$ cat src/rtl/poly_operand_driver.sv
// poly_operand_driver: automatic operand sequencer and result checker for the polynomial evaluator
// Ports:
//   clk, resetn          clock and synchronous active-low reset (shared with the evaluator)
//   start                one-cycle request, honoured only while busy=0
//   a_in/b_in/c_in/x_in  operands, captured on an accepted start
//   result_in            evaluator data_result
//   data_out, go         operand bus and go strobe towards the evaluator
//   busy, done           transaction in flight / one-cycle completion pulse
//   result, match        sampled result_in and its comparison with A*x^2+B*x+C, held until next done
module poly_operand_driver #(
    parameter int DATA_W      = 8,
    parameter int GO_HIGH_CYC = 2,
    parameter int GO_LOW_CYC  = 2,
    parameter int RESULT_WAIT = 7
) (
    input  logic              clk,
    input  logic              resetn,
    input  logic              start,
    input  logic [DATA_W-1:0] a_in,
    input  logic [DATA_W-1:0] b_in,
    input  logic [DATA_W-1:0] c_in,
    input  logic [DATA_W-1:0] x_in,
    input  logic [DATA_W-1:0] result_in,
    output logic [DATA_W-1:0] data_out,
    output logic              go,
    output logic              busy,
    output logic              done,
    output logic [DATA_W-1:0] result,
    output logic              match
);
    localparam int MAX_HL = GO_HIGH_CYC > GO_LOW_CYC ? GO_HIGH_CYC : GO_LOW_CYC;
    localparam int MAX_C  = MAX_HL > RESULT_WAIT ? MAX_HL : RESULT_WAIT;
    localparam int CW     = $clog2(MAX_C + 1);
    typedef enum logic [2:0] {IDLE, SETUP, GO_HI, GO_LO, WAIT_RES, REPORT} state_t;
    state_t            state, state_nxt;
    logic [CW-1:0]     cnt, cnt_load;
    logic [1:0]        idx;
    logic [DATA_W-1:0] ops [4];
    logic [DATA_W-1:0] ax, expected;
    // Every intermediate truncates to DATA_W, like the evaluator's ALU
    assign ax       = ops[0] * ops[3];
    assign expected = ax * ops[3] + ops[1] * ops[3] + ops[2];
    always_comb begin
        state_nxt = state;
        case (state)
            IDLE:     state_nxt = start ? SETUP : IDLE;
            SETUP:    state_nxt = GO_HI;
            GO_HI:    state_nxt = cnt == '0 ? GO_LO : GO_HI;
            GO_LO:    state_nxt = cnt != '0 ? GO_LO : (idx == 2'd3 ? WAIT_RES : SETUP);
            WAIT_RES: state_nxt = cnt == '0 ? REPORT : WAIT_RES;
            REPORT:   state_nxt = IDLE;
            default:  state_nxt = IDLE;
        endcase
        // Counter is reloaded on every state entry, so it counts down to 0 and never wraps
        cnt_load = state_nxt == GO_HI    ? CW'(GO_HIGH_CYC - 1) :
                   state_nxt == GO_LO    ? CW'(GO_LOW_CYC - 1)  :
                   state_nxt == WAIT_RES ? CW'(RESULT_WAIT - 1) : '0;
        go = state == GO_HI;
    end
    always_ff @(posedge clk) begin
        if (!resetn) begin
            state    <= IDLE;
            cnt      <= '0;
            idx      <= '0;
            ops      <= '{default: '0};
            data_out <= '0;
            busy     <= 1'b0;
            done     <= 1'b0;
            result   <= '0;
            match    <= 1'b0;
        end else begin
            state <= state_nxt;
            cnt   <= state_nxt != state ? cnt_load : (cnt != '0 ? cnt - 1'b1 : cnt);
            done  <= state == WAIT_RES && cnt == '0;
            // data_out is loaded on SETUP entry so it is valid for the whole setup cycle
            if (state == IDLE && start) begin
                ops      <= '{a_in, b_in, c_in, x_in};
                idx      <= '0;
                data_out <= a_in;
                busy     <= 1'b1;
            end
            if (state == GO_LO && state_nxt == SETUP) begin
                idx      <= idx + 2'd1;
                data_out <= ops[idx + 2'd1];
            end
            if (state == WAIT_RES && cnt == '0) begin
                result <= result_in;
                match  <= result_in == expected;
            end
            if (state == REPORT)
                busy <= 1'b0;
        end
    end
endmodule

$ cat config.mk
export PLATFORM = sky130hd
export DESIGN_NAME = poly_operand_driver
export DESIGN_NICKNAME = d
export VERILOG_FILES = /design/src/rtl/poly_operand_driver.sv
export SDC_FILE = /design/constraint.sdc
export NUM_CORES = 1
export LEC_CHECK = 0
export CORE_MARGIN = 4
export CORE_UTILIZATION = 55
export CTS_BUF_LIST = sky130_fd_sc_hd__clkbuf_4
export DETAILED_ROUTE_END_ITERATION = 8
export GPL_TIMING_DRIVEN = 0
export PLACE_DENSITY = 0.87
export SLEW_MARGIN = 20
export SYNTH_ARGS = -nofsm -noshare
export SYNTH_HDL_FRONTEND = slang
export SYNTH_SLANG_ARGS = --single-unit
$ cat constraint.sdc
create_clock -name clk -period 9.1 [get_ports clk]
set_clock_uncertainty 0.1 [all_clocks]
set_input_delay 1.82 -clock clk [delete_from_list [all_inputs] [get_ports clk]]
set_output_delay 1.82 -clock clk [all_outputs]
set_load 0.02 [all_outputs]
======== Yosys cells after proc, flatten, opt, wreduce, memory -nomap -nowiden ========
Cells that the tools add are included.
storage, ports and cells
  register bits after elaboration ......... 59
  output and inout port bits .............. 20
  word-level logic and storage cells ...... 61
operators by class
  add/sub/neg operators ................... 4
  multipliers ............................. 3
  $lt $le $gt $ge ......................... 1
  eq/ne operators ......................... 12
  mux-type cells .......................... 18
  bitwise operators ....................... 2
  reductions and logical operators ........ 9
operators with widths
  cell                                                      count
  2-to-1 mux 8 bit                                          4
  multiplier 8 x 8 -> 8 bit                                 3
  2-to-1 mux 3 bit                                          7
  adder 8 bit                                               2
  binary-select mux 8 bit (select 2 bit)                    1
  one-hot mux 3 bit (5 select lines)                        1
  == test 3 x 2 -> 1 bit, second input constant             4
  == test 3 bit, second input constant                      3
  == test 8 bit                                             1
  == test 3 x 1 -> 1 bit, second input constant             2
  zero test 3 bit                                           2
  2-to-1 mux 2 bit                                          2
  nonzero test 2 bit                                        2
  greater-or-equal comparator 3 bit, second input constant  1
  logical AND 1 bit                                         3
  2-to-1 mux 1 bit                                          3
  != test 3 bit                                             1
  inverter 2 -> 3 bit                                       1
  nonzero test 3 bit                                        1
  subtractor 3 x 1 -> 3 bit, second input constant          1
  adder 2 x 1 -> 2 bit, second input constant               1
  == test 2 bit, second input constant                      1
  OR reduction 2 bit                                        1
  inverter 1 bit                                            1

======== Longest topological paths before layout ========
  depth in word-level cells ............... 9
  depth in mapped cells ................... 25
  gate-level depth less buffers ........... 23

======== Worst setup path after synthesis ========
Ideal clock, no wire load.
  kind .................................... reg-to-reg
  from .................................... reg ops[24] (netlist name)
  to ...................................... reg match
  library setup time ...................... 96 ps
  arrival time ............................ 7,606 ps
  required time ........................... 8,904 ps
  setup slack ............................. 1,298 ps
  stages on the path, launching flop included .. 24
  buffers on the path ..................... 1
  path through ............................ dfxtp_1 -> clkbuf_1 -> and2_1 -> fa_1 -> fa_1 -> ha_1 -> fa_1 -> ha_1 -> xor2_1 -> and2_1 -> fa_1 -> fa_1 -> fa_1 -> fa_1 -> inv_1 -> fa_1 -> fa_1 -> inv_1 -> ha_1 -> nand2_1 -> o21ai_0 -> xnor3_2 -> xnor3_1 -> o41ai_2
between the ends
  longest elaborated chain between the ends .. 5
ends and longest elaborated chain
  item                       RTL line  RTL
  start, declared            38        logic [DATA_W-1:0] ops [4];
  start signal, assigned     77        ops <= '{a_in, b_in, c_in, x_in};
  multiplier 8 x 8 -> 8 bit  41        assign ax = ops[0] * ops[3];
  multiplier 8 x 8 -> 8 bit  42        assign expected = ax * ops[3] + ops[1] * ops[3] + ops[2];
  adder 8 bit (2 in a row)   42
  == test 8 bit              88        match <= result_in == expected;
  end signal, assigned       88
  end, declared              29        output logic match
No other way between the ends.
A chain may end at the register's enable or synchronous reset.

======== Worst setup path after layout ========
Same ends and word-level chain as after synthesis.

==> impl_metrics.yaml <==
worst_setup_path:
  worstSetupPathType: "flop to flop"
  path_common_cell: "fa_1"
  endpoint_kind: "flop"
  crit_arrival_ns: 9.03
  reg2regPathDepth: 23
  crit_required_ns: 9.28
  cp-startpoint: "ops[24]"
  critPathLaunchType: "flop"
  worstReg2RegStart: "ops[24]"
  max_stage_delay_ns: 0.56
  crit_path_cell_trace: "clkbuf_1 > and2_1 > fa_1 > fa_1 > ha_1 > fa_1 > ha_1 > xor2_1 > and2_1 > fa_1 > fa_1 > fa_1 > fa_1 > inv_1 > fa_1 > fa_1 > inv_1 > ha_1 > nand2_1 > o21ai_0 > xnor3_2 > xnor3_1 > o41ai_2"
  cp_slowest_cell: "fa_1"
  crit_fanout: 10
layout:
  area_growth_pct: 17.3
  fin_nets: 833
  stdcell_count: 817
  n_antenna_cell: 0
  seqCellArea_um2: 1180
  utilization_pct: 67.4
  post-route-cell-area_um2: 6350
  multi_input_area_um2: 3950
  drive_gt1_share_pct: 4.80
  nFillCells: 711
sta:
  slew_headroom_pct: 54.0
  drv_slew: 0
  worst_pin_slew_ns: 0.684
  grt_setup_unrepaired: "no"
  timing.setup.tns_ns: 0
  setup_violations: 0
  finalHoldViolCount: 0
  fin_crit_ns: 8.85
  min_period_over_period_pct: 97.3
  max_freq_ghz: 0.113
yosys:
  synth-seq-area-share_pct: 21.8
  ys_ff_latch: 59
  ys.flop_type: "dfxtp_1"
  syn_inst: 611
  async_flop_share_pct: 0
  synth.net_count: 760
  yosys.cell_types.count: 39
  yosysWarnings: 0
  syn_area_per_cell_um2: 8.85
  synthesis.area_um2: 5410
  synth_edf_count: 0
run_status:
  status: "completed"
place:
  port_buffers: 62
  place.gp.congestion: 0.920
  dp.cells: 802
  hpwlAfterDp_um: 11500
  post_dp_cell_area_um2: 6190
job:
  drv_cap: 0
floorplan:
  die_area_um2: 11500
  fp.dieH_um: 107
  core-area_um2: 9420
  rows: 35
  chipWidth_um: 107
  io-pin-count: 63
  start_util_pct: 57.5
clock_tree:
  cts.sinks: 59
  clock_latency_ns: 0.39
  h-tree-depth: 3
  post_cts_buffers: 0
  cts_tree: "done"
  cts_buffers: 9
  cts_hold_buf: 0
  clkTransAtPathRegs_ns: 0.10
  cts_max_path_buffers: 2
  cts-root-buf: "clkbuf_4"
  cts_resized: 0
route:
  viasPerCell: 5.72
  detail-route-antenna-nets: 0
  drt_wl_total_um: 14200
  post-route-drc-count: 0
  vias: 4675
  drt-initial-drc-count: 261
  avgRoutedWirePerCell_um: 17.4
  first_pass_iters: 4
global_routing:
  grt_pass1_wl_um: 23800
  gr-total-overflow: 0
  grt_pass1_vias: 4916
  grtUsageTotal_pct: 26.1
  grt_max_degree: 11
  grt_antenna_before_repair: 0
pwr:
  p_clk_share_pct: 26.3
  p_per_area_nw_per_um2: 122
  switchingPower_uw: 273
  p_int_uw: 501
  power_frac_comb_pct: 33.6
  swShare_pct: 35.3
  vdd_ir_drop_max_mv: 0.135
  p_seq_share_pct: 40.1
  power_leakage_nw: 2.87
hold_path:
  hold_path_class: "flop to flop"
  hp-start: "result[4]"
  hold_depth: 2
[metrics by stage]
stage | hold slack, ns | total power [mW] | setup slack [ns]
floorplan | 0.346 | 0.478 | 1.30
global placement | 0.344 | 0.559 | 0.378
detailed placement | 0.346 | 0.571 | 0.221
CTS | 0.360 | 0.772 | 0.197
global route | 0.378 | 0.817 | 0.000663
finish | 0.358 | 0.774 | 0.250
[logic make-up (layout without fill, tap and decap cells)]
| family | count (synthesis) | after routing | share of synthesized area (%) |
|---|---|---|---|
| flops | 59 | 59 | 21.8 |
| compound gates | 80 | 80 | 8.40 |
| xor+xnor | 55 | 55 | 10.0 |
| simple gates | 228 | 228 | 19.7 |
| buf+inv | 74 | 151 | 5.16 |
| fa+ha+maj | 106 | 106 | 31.3 |
| mux | 9 | 9 | 3.58 |
[final timing paths]
path               end  slack [ns]
max              match        0.25
min reg2reg  result[4]        0.36
max reg2reg      match        0.25
min          result[4]        0.36
[worst max-delay path, delay by kind of cell, from the launching register on]
| family | cells | cell delay [ns] |
|---|---|---|
| buffers and inverters | 3 | 0.42 |
| adder cells (fa/ha/maj) | 12 | 5.43 |
| XOR/XNOR | 3 | 1.19 |
| AO/OA/AOI/OAI | 2 | 0.65 |
| AND/OR/NAND/NOR | 3 | 0.52 |
| flip-flops | 1 | 0.42 |
[sequential cells by signal (all words and copies together), names as in the netlist]
| register | count |
|---|---|
| ops | 32 |
| data_out | 8 |
| result | 8 |
| cnt | 3 |
| state | 3 |
| idx | 2 |
| busy | 1 |
| done | 1 |
| match | 1 |
[cell usage after synthesis, drive strengths merged, types with 2 or more instances]
master | number | area (um^2)
nand2 | 138 | 518
and2 | 61 | 387
dfxtp | 59 | 1180
ha | 57 | 713
a21oi | 51 | 255
fa | 49 | 981
inv | 45 | 169
xnor2 | 34 | 298
clkbuf | 28 | 106
xor2 | 17 | 149
a31oi | 10 | 62.6
mux4 | 8 | 184
nor2 | 8 | 30.0
and3 | 7 | 43.8
o21ai | 7 | 35.0
a21o | 4 | 30.0
nand3 | 4 | 25.0
xnor3 | 4 | 95.1
nor3 | 3 | 15.0
nor4 | 3 | 18.8
o211ai | 2 | 15.0
[cells in the final DEF (no fill, tap or decap), drive strengths merged, types with 3 or more instances in the layout]
cell	n
nand3	4
nor2	8
xnor2	34
a21o	4
clkdlybuf4s50	62
clkbuf	37
a31oi	10
ha	57
nand2	138
nor3	3
nor4	3
and3	7
clkinv	4
a21oi	51
fa	49
xnor3	4
mux4	8
xor2	17
dfxtp	59
inv	45
and2	61
o21ai	7
[power groups by stage]
stage / registers (mW) / clock network (mW) / logic, mW
3_3_place_gp: 0.313 / 0 / 0.246
3_5_place_dp: 0.314 / 0 / 0.257
2_1_floorplan: 0.306 / 0 / 0.172
4_1_cts: 0.308 / 0.204 / 0.259
5_1_grt: 0.313 / 0.215 / 0.289
6_report: 0.310 / 0.204 / 0.260
[area by class of cell]
type,count,area share [%]
Clock inverter,6,1.28
Tap cell,129,2.54
Inverter,45,2.66
Buffer,29,1.81
Multi-Input combinational cell,478,62.2
Timing Repair Buffer,62,9.78
Sequential cell,59,18.6
Clock buffer,9,1.06
[layer usage]
metal | part of all wire, % | track usage, %
met5 | 0 | 0
met4 | 3.8 | 11.3
met2 | 50 | 44.6
met1 | 38 | 32.5
met3 | 8.8 | 4.15
Power figures use the tool's default switching activity.
==> patch 1: new RTL, same flow settings <==
`RESULT_WAIT`: 7 -> 14.
--- a/src/rtl/poly_operand_driver.sv
+++ b/src/rtl/poly_operand_driver.sv
@@ -13,3 +13,3 @@
     parameter int GO_LOW_CYC  = 2,
-    parameter int RESULT_WAIT = 7
+    parameter int RESULT_WAIT = 14
 ) (
Function: no difference found for any inputs over 10 cycles, from zero or initial values and one cycle with resetn low; that may be too few to reach the edited logic, so the function may still have changed.
==> patch 1 against the original RTL <==
  * Area after synthesis grew 2.2%
  * Design area increased by 1.6%
  * Wire length is 1.3% lower
  * Sequential power up 4%
  * Via count down 2.0%
  * Power up 6.5%
  * Setup slack better by 0.22 ns
  * Sequential cell count is 1 higher
  * Critical path type unchanged
  * Highest routed layer unchanged
==> patch 1: results (changes against the original RTL) <==
STA
  – Fin Hold WS: 0.3654 ns (was 0.3576 ns)

Worst setup path
  – Data arrival time at the worst-slack endpoint: 8.85 ns (was 9.03 ns)
  – Flop2flop setup slack: 0.47 ns (was 0.25 ns)
  – Startpoint of the most critical register-to-register path: ops[1] (was ops[24])

Yosys
  – Part of the Yosys area used for sequential elements: 21.72% (was 21.83%)
  – Area share of xor/xnor cells in the synthesized design: 10.55% (was 10.01%)
  – Fraction of the mapped netlist area in compound gates: 8.441% (was 8.395%)
  – Mean instance size in the synthesized netlist: 8.932 um2 (was 8.855 um2)
  – Synthesized Nets: 767 (was 760)
  – Distinct cell type count after synthesis: 37 (was 39)
  – Share of synthesized cell area in full adder, half adder and majority cells: 30.41% (was 31.31%)
  – Synth top cells by count: 140 x sky130_fd_sc_hd__nand2_1, 61 x sky130_fd_sc_hd__and2_1, 60 x sky130_fd_sc_hd__dfxtp_1 (was 138 x sky130_fd_sc_hd__nand2_1, 59 x sky130_fd_sc_hd__dfxtp_1, 57 x sky130_fd_sc_hd__and2_1, 57 x sky130_fd_sc_hd__ha_1, 51 x sky130_fd_sc_hd__a21oi_1)
  – Cells taking the most area after synthesis: sky130_fd_sc_hd__dfxtp_1 22%, sky130_fd_sc_hd__fa_1 18%, sky130_fd_sc_hd__ha_1 13%, sky130_fd_sc_hd__nand2_1 9.5%, sky130_fd_sc_hd__and2_1 6.9% (was sky130_fd_sc_hd__dfxtp_1 22%, sky130_fd_sc_hd__fa_1 18%, sky130_fd_sc_hd__ha_1 13%, sky130_fd_sc_hd__nand2_1 9.6%, sky130_fd_sc_hd__and2_1 6.6%)

Run status
  – Outcome: complete, no violations (unchanged)

Global route
  – Via count of the first global-routing pass: 4775 (was 4916)
  – GR met1 Demand/Resource: 32.62% (was 32.47%)
  – Total track usage: 25.59% (was 26.09%)
  – Global Route met2 Usage: 43.61% (was 44.64%)
  – First-pass GRT wire length: 23.20 mm (was 23.77 mm)
  – Largest net degree at the start of global routing: 13 (was 11)

Hold path
  – Hold path startpoint: result[6] (was result[4])

Cells and area
  – NumNets Final: 839 (was 833)
  – Layout cell share with drive strength beyond 1: 5.029% (was 4.797%)

Placement
  – Detail Placement HPWL: 10.97 mm (was 11.50 mm)
  – Port buffer count: 61 (was 62)
  – Cell total after placement: 813 (was 802)

Power
  – IR drop worst, VDD: 0.1333 mV (was 0.1355 mV)
  – P_leak: 2.903 nW (was 2.872 nW)
  – Combinational share of power: 36.4% (was 33.6%)
  – Sequential share of power: 39.0% (was 40.1%)
  – Power Total: 0.8249 mW (was 0.7743 mW)

CTS
  – Clock Latency Late Sink: 0.42 ns (was 0.39 ns)

Drt
  – Iter 0 DRT Violations: 372 (was 261)
  – Via-to-Cell Ratio: 5.525 (was 5.722)
==> patch 1: worst max path at each step <==
stage             from     to  slack (ns)  cells past startpoint
2_1_floorplan  ops[24]  match        1.43                     23
3_3_place_gp    ops[1]  match        0.65                     23
4_1_cts         ops[1]  match        0.49                     23
3_5_place_dp    ops[1]  match        0.56                     23
6_report        ops[1]  match        0.47                     23
5_1_grt         ops[1]  match        0.11                     23
==> patch 1: layout make-up <==
type / instances / area (um2) / share of cell area [%]
well taps: 133 / 166.4 / 2.581
flip-flops and latches: 60 / 1201 / 18.63
clock buffers: 9 / 67.56 / 1.048
inverters: 43 / 161.4 / 2.503
clock inverters: 7 / 75.07 / 1.164
repair buffers: 61 / 610.6 / 9.468
plain buffers: 30 / 116.4 / 1.804
multi-input cells: 486 / 4050 / 62.81
==> patch 1: cell families after synthesis <==
logic type | count (synthesis)
adders and majority gates | 105
and+or+nand+nor | 238
DFF | 60
AOI/OAI and AO/OA | 76
xor gates and xnor gates | 57
buffers and inverters | 73
muxes | 10
==> patch 1: routing by layer <==
layer / wire length, um / share of wire [%]
met1: 5798 / 41
met2: 6908 / 49
met5: 0 / 0
met4: 405 / 2.9
met3: 944 / 6.7
==> patch 1: metrics by stage <==
stage | cell area [um2] | setup WS, ns
3_5_place_dp | 6306 | 0.5575
5_1_grt | 6449 | 0.1051
3_3_place_gp | 6306 | 0.6496
6_report | 6449 | 0.4661
2_1_floorplan | 5529 | 1.430
4_1_cts | 6449 | 0.4872
==> patch 1: critical path, cell delays in order (launching register included) <==
cell                       delay [ns]
sky130_fd_sc_hd__dfxtp_1         0.38
sky130_fd_sc_hd__clkbuf_1        0.43
sky130_fd_sc_hd__clkbuf_1        0.45
sky130_fd_sc_hd__and2_1          0.23
sky130_fd_sc_hd__fa_1            0.43
sky130_fd_sc_hd__ha_1            0.31
sky130_fd_sc_hd__fa_1            0.55
sky130_fd_sc_hd__fa_1            0.52
sky130_fd_sc_hd__xor2_1          0.26
sky130_fd_sc_hd__and2_1          0.19
sky130_fd_sc_hd__fa_1            0.42
sky130_fd_sc_hd__fa_1            0.54
sky130_fd_sc_hd__fa_1            0.44
sky130_fd_sc_hd__fa_1            0.50
sky130_fd_sc_hd__inv_1           0.06
sky130_fd_sc_hd__fa_1            0.50
sky130_fd_sc_hd__fa_1            0.46
sky130_fd_sc_hd__xnor2_1         0.28
sky130_fd_sc_hd__xnor2_1         0.16
sky130_fd_sc_hd__xnor3_1         0.42
sky130_fd_sc_hd__xnor2_1         0.14
sky130_fd_sc_hd__xnor2_1         0.18
sky130_fd_sc_hd__xnor3_1         0.26
sky130_fd_sc_hd__o41ai_2         0.34
==> patch 2: new RTL, same flow settings <==
Without the edit above. Reset style: asynchronous (`resetn`), changed in one clocked block. Comments in the files are not updated.
--- a/src/rtl/poly_operand_driver.sv
+++ b/src/rtl/poly_operand_driver.sv
@@ -59,3 +59,3 @@
     end
-    always_ff @(posedge clk) begin
+    always_ff @(posedge clk or negedge resetn) begin
         if (!resetn) begin
Check against the original RTL: differs if resetn is asserted again (counterexample within 4 cycles, from zero or initial values and one cycle with resetn low); with resetn held inactive, the same outputs for 10 cycles.
==> patch 2 against the original RTL <==
  * Setup slack gained 0.078 ns
  * Design area grew 3.0%
  * Area after synthesis grew 3.7%
  * Critical path depth grew 3
  * Sequential cell count is the same
  * Utilization shrank 1.1 points
  * Non-clock buffer count shrank 4
  * Highest routed layer unchanged
  * Wire length grew 1.7%
Power is left out: the tool's default activity adds up to more than one toggle a clock period on the data nets, which glitch-free logic cannot reach.
==> patch 2: results (changes against the original RTL) <==
Drt
  – Routed via count: 4484 (was 4675)
  – Final routed wire length divided by cell count: 18.35 um (was 17.42 um)
  – Iter 0 DRT Violations: 339 (was 261)

Global route
  – First-pass GRT wire length: 24.31 mm (was 23.77 mm)
  – Largest net degree at the start of global routing: 60 (was 11)
  – Total track usage: 26.71% (was 26.09%)
  – Via count of the first global-routing pass: 4924 (was 4916)

Hold path
  – Hold path startpoint: result[6] (was result[4])
  – Class of the tightest hold or removal check: register to register (unchanged)

Cells and area
  – Layout overhead on the synthesized area: 16.58% (was 17.30%)
  – NumNets Final: 802 (was 833)

Yosys
  – Share of synthesized cell area in full adder, half adder and majority cells: 30.21% (was 31.31%)
  – Cells taking the most area after synthesis: sky130_fd_sc_hd__dfrtp_1 26%, sky130_fd_sc_hd__fa_1 17%, sky130_fd_sc_hd__ha_1 13%, sky130_fd_sc_hd__nand2_1 9.5%, sky130_fd_sc_hd__xnor2_1 6.4% (was sky130_fd_sc_hd__dfxtp_1 22%, sky130_fd_sc_hd__fa_1 18%, sky130_fd_sc_hd__ha_1 13%, sky130_fd_sc_hd__nand2_1 9.6%, sky130_fd_sc_hd__and2_1 6.6%)
  – Multiplexer area fraction after synthesis: 5.266% (was 3.585%)
  – Area share of xor/xnor cells in the synthesized design: 10.11% (was 10.01%)
  – Synthesized Nets: 729 (was 760)
  – Part of the Yosys area used for sequential elements: 26.33% (was 21.83%)

Run status
  – Outcome: complete, no violations (unchanged)

Worst setup path
  – Crit Path Class: register to register (unchanged)
  – Flop2flop setup slack: 0.33 ns (was 0.25 ns)
  – Data arrival time at the worst-slack endpoint: 8.99 ns (was 9.03 ns)
  – End of the critical path: match (unchanged)
  – Startpoint of the most critical register-to-register path: ops[2] (was ops[24])
  – Number of cells on the worst reg-to-reg path: 26 (was 23)

CTS
  – Clock Latency Late Sink: 0.41 ns (was 0.39 ns)

Placement
  – Area of placed instances: 0.006392 mm2 (was 0.006192 mm2)
  – Gpl congestion: 0.9232 (was 0.9196)
  – Detail Placement HPWL: 11.16 mm (was 11.50 mm)

STA
  – Slew at the pin closest to its max-slew limit: 0.7305 ns (was 0.6843 ns)
==> patch 2: how the worst min path moves through the flow <==
stage	endpoint	slack [ns]	depth (start not counted)
after global placement	match	0.38	1
after global routing	result[0]	0.43	1
after CTS	result[6]	0.42	1
after floorplan	ops[8]	0.37	2
after detailed placement	result[0]	0.40	1
final	result[6]	0.41	1
==> patch 2: layer usage <==
| metal | track usage (%) | share of wire [%] | vias up |
|---|---|---|---|
| met2 | 45.13 | 49 | 269 |
| met4 | 11.00 | 4.0 | 0 |
| met5 | 0 | 0 | - |
| met3 | 4.737 | 8.3 | 61 |
| met1 | 33.92 | 39 | 2159 |
| li1 | - | - | 1995 |
==> patch 2: final cells by class <==
cell class / count / area share [%]
timing repair buffer: 62 / 9.455
tap: 133 / 2.545
clock buffer: 10 / 1.148
buffer: 25 / 1.474
multi-input combinational: 453 / 59.29
clock inverter: 4 / 1.033
inverter: 43 / 2.469
sequential: 59 / 22.58
==> patch 2: kinds of logic after synthesis <==
logic type      count (synthesis)
mux                            18
simple gates                  228
flops                          59
compound gates                 42
buf+inv                        68
fa+ha+maj                     106
xor+xnor                       59
==> patch 2: metrics by stage <==
stage / cells / setup WS [ns]
final: 789 / 0.3281
after global routing: 789 / 0.03667
after CTS: 789 / 0.3227
after detailed placement: 775 / 0.3564
after global placement: 775 / 0.5422
after floorplan: 580 / 1.359
